==> src/rtl/mem_arb_pkg.sv <==
// mem_arb_pkg: shared state encoding and constants for mem_arbiter and its helpers.
package mem_arb_pkg;
    localparam logic [2:0] ST_IDLE   = 3'd0;
    localparam logic [2:0] ST_IRD    = 3'd1;
    localparam logic [2:0] ST_DRD    = 3'd2;
    localparam logic [2:0] ST_DWR    = 3'd3;
    localparam logic [2:0] ST_RMW_RD = 3'd4;
    localparam logic [2:0] ST_RMW_WR = 3'd5;
    localparam logic [3:0] BYTE_EN_FULL = 4'b1111;
    typedef enum logic [2:0] {
        IDLE   = ST_IDLE,
        IRD    = ST_IRD,
        DRD    = ST_DRD,
        DWR    = ST_DWR,
        RMW_RD = ST_RMW_RD,
        RMW_WR = ST_RMW_WR
    } state_t;
endpackage

==> src/rtl/byte_merge.sv <==
// byte_merge: per-lane select between an old and a new 32-bit word.
//   old_word : word currently held in memory
//   new_word : lane-aligned replacement data
//   en       : lane enables, bit b selects new_word for byte b
//   merged   : resulting word
module byte_merge (
    input  logic [31:0] old_word,
    input  logic [31:0] new_word,
    input  logic [3:0]  en,
    output logic [31:0] merged
);
    for (genvar b = 0; b < 4; b++) begin : g_lane
        assign merged[8*b +: 8] = en[b] ? new_word[8*b +: 8] : old_word[8*b +: 8];
    end
endmodule

==> src/rtl/mem_arbiter.sv <==
// mem_arbiter: round-robin fetch/data arbiter for a single-port word RAM with read-modify-write partial stores.
//   clk, resetN                   : clock, synchronous active-low reset
//   iReq, iAddr, iReady, iData    : instruction-fetch port
//   dReq, dWe, dAddr, dWdata,
//   dByteEn, dReady, dRdata       : load/store port
//   memAddress, memDataIn,
//   memWriteEnable, memDataOut    : RAM port (read data registered, one cycle latency)
module mem_arbiter
    import mem_arb_pkg::*;
(
    input  logic        clk,
    input  logic        resetN,
    input  logic        iReq,
    input  logic [31:0] iAddr,
    output logic        iReady,
    output logic [31:0] iData,
    input  logic        dReq,
    input  logic        dWe,
    input  logic [31:0] dAddr,
    input  logic [31:0] dWdata,
    input  logic [3:0]  dByteEn,
    output logic        dReady,
    output logic [31:0] dRdata,
    output logic [31:0] memAddress,
    output logic [31:0] memDataIn,
    output logic        memWriteEnable,
    input  logic [31:0] memDataOut
);
    state_t      state;
    logic        prio_d;
    logic        idle;
    logic        d_win;
    logic        full;
    logic        wr_full;
    logic [31:0] addr_sel;
    logic [31:0] merged;

    byte_merge u_merge (
        .old_word (memDataOut),
        .new_word (dWdata),
        .en       (dByteEn),
        .merged   (merged)
    );

    always_comb begin
        idle     = state == IDLE;
        // data wins alone, or on a tie when it holds priority
        d_win    = dReq & (~iReq | prio_d);
        full     = dByteEn == BYTE_EN_FULL;
        wr_full  = idle & d_win & dWe & full;
        addr_sel = (d_win ? dAddr : iAddr) & ~32'h3;
        // everything is gated by resetN so an interrupted RMW can never write
        memAddress     = !resetN ? 32'h0 :
                         idle && (iReq || dReq) ? addr_sel :
                         state == RMW_RD ? dAddr & ~32'h3 : 32'h0;
        memWriteEnable = resetN & (wr_full | (state == RMW_RD));
        memDataIn      = !resetN ? 32'h0 : wr_full ? dWdata : state == RMW_RD ? merged : 32'h0;
        iReady = resetN & (state == IRD);
        dReady = resetN & (state == DRD || state == DWR || state == RMW_WR);
        iData  = iReady ? memDataOut : 32'h0;
        dRdata = dReady && state == DRD ? memDataOut : 32'h0;
    end

    always_ff @(posedge clk) begin
        if (!resetN) begin
            state  <= IDLE;
            prio_d <= 1'b1;
        end else begin
            case (state)
                IDLE: if (iReq || dReq) begin
                    state <= !d_win ? IRD : !dWe ? DRD : full ? DWR : RMW_RD;
                    // the loser of a tie gets priority next time
                    if (iReq && dReq) prio_d <= ~d_win;
                end
                RMW_RD:  state <= RMW_WR;
                default: state <= IDLE;
            endcase
        end
    end
endmodule

==> config.mk <==
export PLATFORM = sky130hd
export DESIGN_NAME = mem_arbiter
export DESIGN_NICKNAME = d
export VERILOG_FILES = /design/src/rtl/mem_arb_pkg.sv /design/src/rtl/byte_merge.sv /design/src/rtl/mem_arbiter.sv
export SDC_FILE = /design/constraint.sdc
export NUM_CORES = 1
export LEC_CHECK = 0
export ABC_AREA = 1
export CAP_MARGIN = 20
export CORE_AREA = 4 4 102 104
export CTS_CLUSTER_DIAMETER = 150
export DETAILED_ROUTE_END_ITERATION = 7
export DIE_AREA = 0 0 106 108
export GPL_TIMING_DRIVEN = 0
export PLACE_DENSITY_LB_ADDON = 0.2
export RECOVER_POWER = 25
export SLEW_MARGIN = 20
export SYNTH_ARGS = -nofsm -noshare
export SYNTH_HDL_FRONTEND = slang
export SYNTH_SLANG_ARGS = --single-unit
==> constraint.sdc <==
create_clock -name clk -period 3.9 [get_ports clk]
set_input_delay 0.585 -clock clk [delete_from_list [all_inputs] [get_ports clk]]
set_output_delay 0.585 -clock clk [all_outputs]
set_load 0.03 [all_outputs]
==> results.yml, run 1 <==
worst_hold_path:
  hold_path_startpoint: "prio_d$_SDFFE_PN1P_"
  whs_path_depth: 2
  worst_hold_path_type: "flip-flop to flip-flop"
  whs_endpoint: "prio_d$_SDFFE_PN1P_"
clock_network:
  holdBufCountCts: 0
  later_pin_clock_latency_in_the_skew_report_ns: 0.22
  cts_max_level: 1
  cts_num_sinks: 4
  postCtsResizedCells: 0
  cts.repair_timing.setup_buffer_count: 0
  cts-root-to-sink-buffers: 2
  cts_tree: "done"
  tritoncts.num_buffers: 3
  cts_root_buffer: "sky130_fd_sc_hd__clkbuf_8"
  clk_transition_reported_paths_ns: 0.03
pwr:
  comb_power_share_pct: 81.2
  power.density_cell_area_nw_per_um2: 141.3
  power.share.clock_pct: 12.1
  cell_internal_pwr_uw: 385.4
  p_leak_nw: 2.508
  power.sequential.fraction_pct: 6.6
  power.net_switching_uw: 344.4
  peak_supply_drop_uv: 82.04
  sw_frac_of_total_pct: 47.19
drt:
  vias: 4131
  first_iter_violations: 199
  route.antenna.remaining_nets: 0
  avgRoutedWirePerCell_um: 13.79
  vias_per_cell: 4.510
  drc: 0
  detail_route.wirelength_mm: 12.63
  first_pass_iters: 5
setup_path:
  critical_path.reg2reg.endpoint: "prio_d$_SDFFE_PN1P_"
  setup.worst_path.start_class: "input pin"
  worst-path-max-fanout: 10
  rr_startpoint: "state[0]$_SDFFE_PN0P_"
  setup.worst_path.class: "input pin to output port"
  timing.critical_path.arrival_ns: 2.94
  kind_of_end_point_of_the_critical_path: "output port"
  timing.reg2reg.worst_path_depth: 6
  setup_slack_of_the_worst_register_to_register_path_ns: 2.47
  critPathRequiredTime_ns: 3.31
global_route:
  grt_pass1_wl_mm: 19.39
  global_route_usage_over_all_layers_pct: 20.28
  met1_usage_pct: 22.60
  grt.met2_usage_pct: 39.03
  grt_antenna_before_repair: 0
  globalRouteOverflowTotal: 0
  grt_start_max_net_pins: 11
  via_count_of_the_first_global_routing_pass: 3935
  globalRoute.busiestLayer: "met2"
  met3_usage_pct: 5.493
finish:
  insertedDiodeCount: 0
  most-common-layout-cells: "225 x sky130_fd_sc_hd__clkdlybuf4s50_1, 134 x sky130_fd_sc_hd__nor2_1, 130 x sky130_fd_sc_hd__nand2_1"
  area_of_the_multi_input_gates_um2: 1812
  area.sequential_um2: 80.08
  layout_commonest_cell: "sky130_fd_sc_hd__clkdlybuf4s50_1"
  syn2layout_area_growth_pct: 114.7
  fin_nets: 922
  instances_no_fill: 916
  layout-drive-gt1-share_pct: 5.109
  nFillCells: 1020
timing:
  max_freq_mhz: 283.8
  fin_crit_ns: 3.523
  timing.final.hold_violations: 0
  finalCritPeriodShare_pct: 90.34
  setup_violations: 0
  setup_total_negative_slack_ns: 0
  finalWorstSetupSlack_ns: 0.3766
  grt_setup_unrepaired: "no"
  fin_skew_ns: 0.001794
  slew_viol_final: 0
logic_synthesis:
  count_of_unique_library_cells_instantiated_by_yosys: 25
  synth_cells: 524
  post_synth_instance_area_um2: 2406
  yosys_most_used_dff: "sky130_fd_sc_hd__dfxtp_1"
  synth.avg_cell_area_um2: 4.592
  synth_sequential_area_ratio_pct: 3.328
  synth_enable_flop_cells: 0
  ys.warnings.count: 0
  async_reset_ff_share_pct: 0
  synth_seq_cells: 4
floorplan:
  ios: 268
  die-width_um: 106
  floorplan_die_height_um: 108
  placement_rows: 36
  core_area_um2: 9549
  die_area_um2: 11450
  initial_core_util_pct: 25.20
outcome:
  run_status: "finished clean"
place:
  preCtsSetupSlack_ns: 0.5203
  dp_hpwl_mm: 10.69
  quantity_of_i_o_buffers_inserted_on_ports: 255
  placedCellCount: 913
  routabilityCongestion: 0.8437
flow_run:
  cap_viol_max_count: 0
-- worst max-delay path by stage --
stage,start,end,slack [ns]
6_report,iReq,memDataIn[15],0.38
5_1_grt,iReq,memDataIn[29],0.18
4_1_cts,iReq,memDataIn[15],0.51
3_5_place_dp,iReq,memDataIn[15],0.52
3_3_place_gp,iReq,memDataIn[15],0.53
2_1_floorplan,resetN,iData[10],1.25
-- cells by family (layout without fill, tap and decap cells) --
group | count (synthesis) | after routing | synth area share (%)
AND/OR/NAND/NOR | 339 | 339 | 61.36
AO/OA/AOI/OAI | 66 | 66 | 13.73
buffers and inverters | 114 | 372 | 21.42
other | 1 | 2 | 0.1559
flip-flops | 4 | 4 | 3.328
-- synth_stat cells (2+ instances only) --
cell / count / area share, %
sky130_fd_sc_hd__inv_1: 71 / 11
sky130_fd_sc_hd__nand2_2: 2 / 0.52
sky130_fd_sc_hd__nor2_2: 2 / 0.52
sky130_fd_sc_hd__clkbuf_1: 9 / 1.4
sky130_fd_sc_hd__o21ai_0: 11 / 2.3
sky130_fd_sc_hd__dfxtp_1: 4 / 3.3
sky130_fd_sc_hd__o21ai_1: 23 / 4.8
sky130_fd_sc_hd__buf_2: 22 / 4.6
sky130_fd_sc_hd__nand2_1: 130 / 20
sky130_fd_sc_hd__a21oi_1: 32 / 6.7
sky130_fd_sc_hd__nor2_1: 133 / 21
sky130_fd_sc_hd__nand3_1: 34 / 7.1
sky130_fd_sc_hd__buf_4: 4 / 1.2
sky130_fd_sc_hd__nand3b_1: 31 / 9.7
sky130_fd_sc_hd__buf_6: 6 / 2.8
-- state kept, by name (all words and copies together), names as in the netlist --
name and count:
prio_d 1, state 3
-- stage by stage --
| stage | power, mW | area [um2] | util (%) | hold WS [ns] |
|---|---|---|---|---|
| after global placement | 0.6390 | 5129 | 53.71 | 0.4800 |
| after floorplan | 0.3560 | 2410 | - | 0.4639 |
| after global routing | 0.7889 | 5165 | 54.09 | 0.5633 |
| after CTS | 0.7430 | 5170 | 54.14 | 0.5072 |
| after detailed placement | 0.6472 | 5129 | 53.71 | 0.4985 |
| final | 0.7298 | 5165 | 54.09 | 0.4983 |
-- per-layer routing --
metal  share of wire, %  routed length (um)  up-vias
li1                   -                   -     2126
met1                 39                4895     1809
met2                 51                6467      184
met3                8.7                1103       12
met4                1.3                 167        0
met5                  0                   0        -
-- critical path: stages --
cell and delay (ns):
sky130_fd_sc_hd__dlygate4sd3_1 0.58, sky130_fd_sc_hd__nand2_1 0.14, sky130_fd_sc_hd__nand2_1 0.17, sky130_fd_sc_hd__nor2_1 0.22, sky130_fd_sc_hd__nand2_2 0.16, sky130_fd_sc_hd__buf_6 0.18
sky130_fd_sc_hd__nand2_1 0.05, sky130_fd_sc_hd__nand2_1 0.05, sky130_fd_sc_hd__nor2_1 0.10, sky130_fd_sc_hd__clkdlybuf4s50_1 0.70
-- area by class of cell --
class / count / area share, %
Timing Repair Buffer: 255 / 49.42
Sequential cell: 4 / 1.550
Buffer: 42 / 4.700
Multi-Input combinational cell: 407 / 35.08
Inverter: 72 / 5.233
Clock buffer: 3 / 0.7994
Tap cell: 133 / 3.222
-- power by group through the flow --
stage                     registers (mW)  clock network, mW  logic, mW
after floorplan                   0.0484                  0      0.308
after global placement            0.0488                  0      0.590
after detailed placement          0.0490                  0      0.598
after CTS                         0.0484             0.0936      0.601
after global routing              0.0490             0.0969      0.643
final                             0.0484             0.0887      0.593
Power figures use the tool's default switching activity.
==> run 2, diff against run 1 <==
==> constraint.sdc (replaced) <==
create_clock -name clk -period 3.6 [get_ports clk]
set_input_delay 0.54 -clock clk [delete_from_list [all_inputs] [get_ports clk]]
set_output_delay 0.54 -clock clk [all_outputs]
set_load 0.03 [all_outputs]
==> run 2 against run 1 <==
Effect of this change: non-clock buffer count is the same; first-iteration DRC count stayed put; core utilization unchanged; power rose by 8.4%; via count stayed put; routed wire length unchanged; critical endpoint unchanged; sequential share of layout area unchanged; design area did not move.
==> results.yml, run 2 (synthesized netlist as in run 1, its figures left out) <==
timing:
  grt_setup_unrepaired: "no"
  finalCritPeriodShare_pct: 92.03
  setup_violations: 0
  timing.final.hold_violations: 0
  slew_viol_final: 0
  max_freq_mhz: 301.8
  fin_crit_ns: 3.313
  fin_skew_ns: 0.001794
  setup_total_negative_slack_ns: 0
global_route:
  global_route_usage_over_all_layers_pct: 20.28
  grt_pass1_wl_mm: 19.39
  globalRouteOverflowTotal: 0
  via_count_of_the_first_global_routing_pass: 3935
  grt_antenna_before_repair: 0
  grt_start_max_net_pins: 11
clock_network:
  cts-root-to-sink-buffers: 2
  tritoncts.num_buffers: 3
  cts_max_level: 1
  cts_tree: "done"
  cts_num_sinks: 4
  postCtsResizedCells: 0
  holdBufCountCts: 0
  later_pin_clock_latency_in_the_skew_report_ns: 0.22
  cts_root_buffer: "sky130_fd_sc_hd__clkbuf_8"
  clk_transition_reported_paths_ns: 0.03
  cts.repair_timing.setup_buffer_count: 0
place:
  placedCellCount: 913
  dp_hpwl_mm: 10.69
  routabilityCongestion: 0.8437
  post_dp_cell_area_um2: 5129
  quantity_of_i_o_buffers_inserted_on_ports: 255
drt:
  detail_route.wirelength_mm: 12.63
  route.antenna.remaining_nets: 0
  avgRoutedWirePerCell_um: 13.79
  first_iter_violations: 199
  vias_per_cell: 4.510
  drc: 0
  vias: 4131
  first_pass_iters: 5
finish:
  layout-drive-gt1-share_pct: 5.109
  finalInstanceArea_um2: 5165
  most-common-layout-cells: "226 x sky130_fd_sc_hd__clkdlybuf4s50_1, 134 x sky130_fd_sc_hd__nor2_1, 130 x sky130_fd_sc_hd__nand2_1"
  largest_register_ffs: 3
  registers_with_the_most_flip_flops: "state: 3 flops, prio_d: 1 flops"
  insertedDiodeCount: 0
  largest-register: "state"
  nFillCells: 1020
  layout_commonest_cell: "sky130_fd_sc_hd__clkdlybuf4s50_1"
  instances_no_fill: 916
  fin_nets: 922
  syn2layout_area_growth_pct: 114.7
setup_path:
  kind_of_end_point_of_the_critical_path: "output port"
  timing.critical_path.arrival_ns: 2.77
  setup.worst_path.start_class: "input pin"
  critPathRequiredTime_ns: 3.06
  setup.worst_path.class: "input pin to output port"
  worst-path-max-fanout: 10
flow_run:
  cap_viol_max_count: 0
worst_hold_path:
  worst_hold_path_type: "flip-flop to flip-flop"
floorplan:
  die_area_um2: 11450
  ios: 268
  initial_core_util_pct: 25.20
  core_area_um2: 9549
  placement_rows: 36
  floorplan_die_height_um: 108
  die-width_um: 106
pwr:
  p_leak_nw: 2.508
  power.density_cell_area_nw_per_um2: 153.1
  peak_supply_drop_uv: 89.28
outcome:
  run_status: "finished clean"
[run 2: cell types whose count changed in the layout (fill, tap and decap cells not counted), sizes merged]
cell           previous run  this run
dlygate4sd3              30        29
clkdlybuf4s50           225       226
[run 2: final timing paths]
check | start | slack, ns | depth (start not counted) | to
max reg2reg | state[0]$_SDFFE_PN0P_ | 2.17 | 6 | prio_d$_SDFFE_PN1P_
max | iReq | 0.29 | 10 | memDataIn[15]
min | prio_d$_SDFFE_PN1P_ | 0.50 | 2 | prio_d$_SDFFE_PN1P_
min reg2reg | prio_d$_SDFFE_PN1P_ | 0.50 | 2 | prio_d$_SDFFE_PN1P_
[run 2: layout make-up]
cell class              count  area (um2)  share of cell area (%)
inverters                  72       270.3                   5.233
plain buffers              42       242.7                   4.700
clock buffers               3       41.29                  0.7994
well taps                 133       166.4                   3.222
repair buffers            255        2552                   49.42
flip-flops and latches      4       80.08                   1.550
multi-input cells         407        1812                   35.08
[run 2: critical path, stage by stage]
cell and delay [ns]:
sky130_fd_sc_hd__clkdlybuf4s50_1 0.46, sky130_fd_sc_hd__nand2_1 0.15, sky130_fd_sc_hd__nand2_1 0.17, sky130_fd_sc_hd__nor2_1 0.22
sky130_fd_sc_hd__nand2_2 0.16, sky130_fd_sc_hd__buf_6 0.18, sky130_fd_sc_hd__nand2_1 0.05, sky130_fd_sc_hd__nand2_1 0.05
sky130_fd_sc_hd__nor2_1 0.10, sky130_fd_sc_hd__clkdlybuf4s50_1 0.70
[run 2: power by group]
part / internal [mW] / total [mW] / leakage (nW) / switching (mW)
clock: 0.0714 / 0.0960 / 0.0216 / 0.0246
combinational: 0.298 / 0.642 / 2.45 / 0.344
sequential: 0.0481 / 0.0524 / 0.0328 / 0.00433
total: 0.418 / 0.791 / 2.51 / 0.373
[run 2: stage by stage]
step | power [mW] | setup slack [ns] | utilization (%) | hold WS [ns]
2_1_floorplan | 0.3856 | 1.039 | - | 0.4639
3_3_place_gp | 0.6922 | 0.3243 | 53.71 | 0.4800
3_5_place_dp | 0.7012 | 0.3103 | 53.71 | 0.4985
4_1_cts | 0.8049 | 0.3017 | 54.14 | 0.5072
5_1_grt | 0.8549 | 0.08854 | 54.09 | 0.5633
6_report | 0.7908 | 0.2870 | 54.09 | 0.4983
[run 2: per-layer routing]
layer / track usage (%) / part of all wire (%) / wire length (um)
met5: 0 / 0 / 0
met4: 3.330 / 1.3 / 167
met3: 5.493 / 8.7 / 1103
met2: 39.03 / 51 / 6467
met1: 22.60 / 39 / 4895
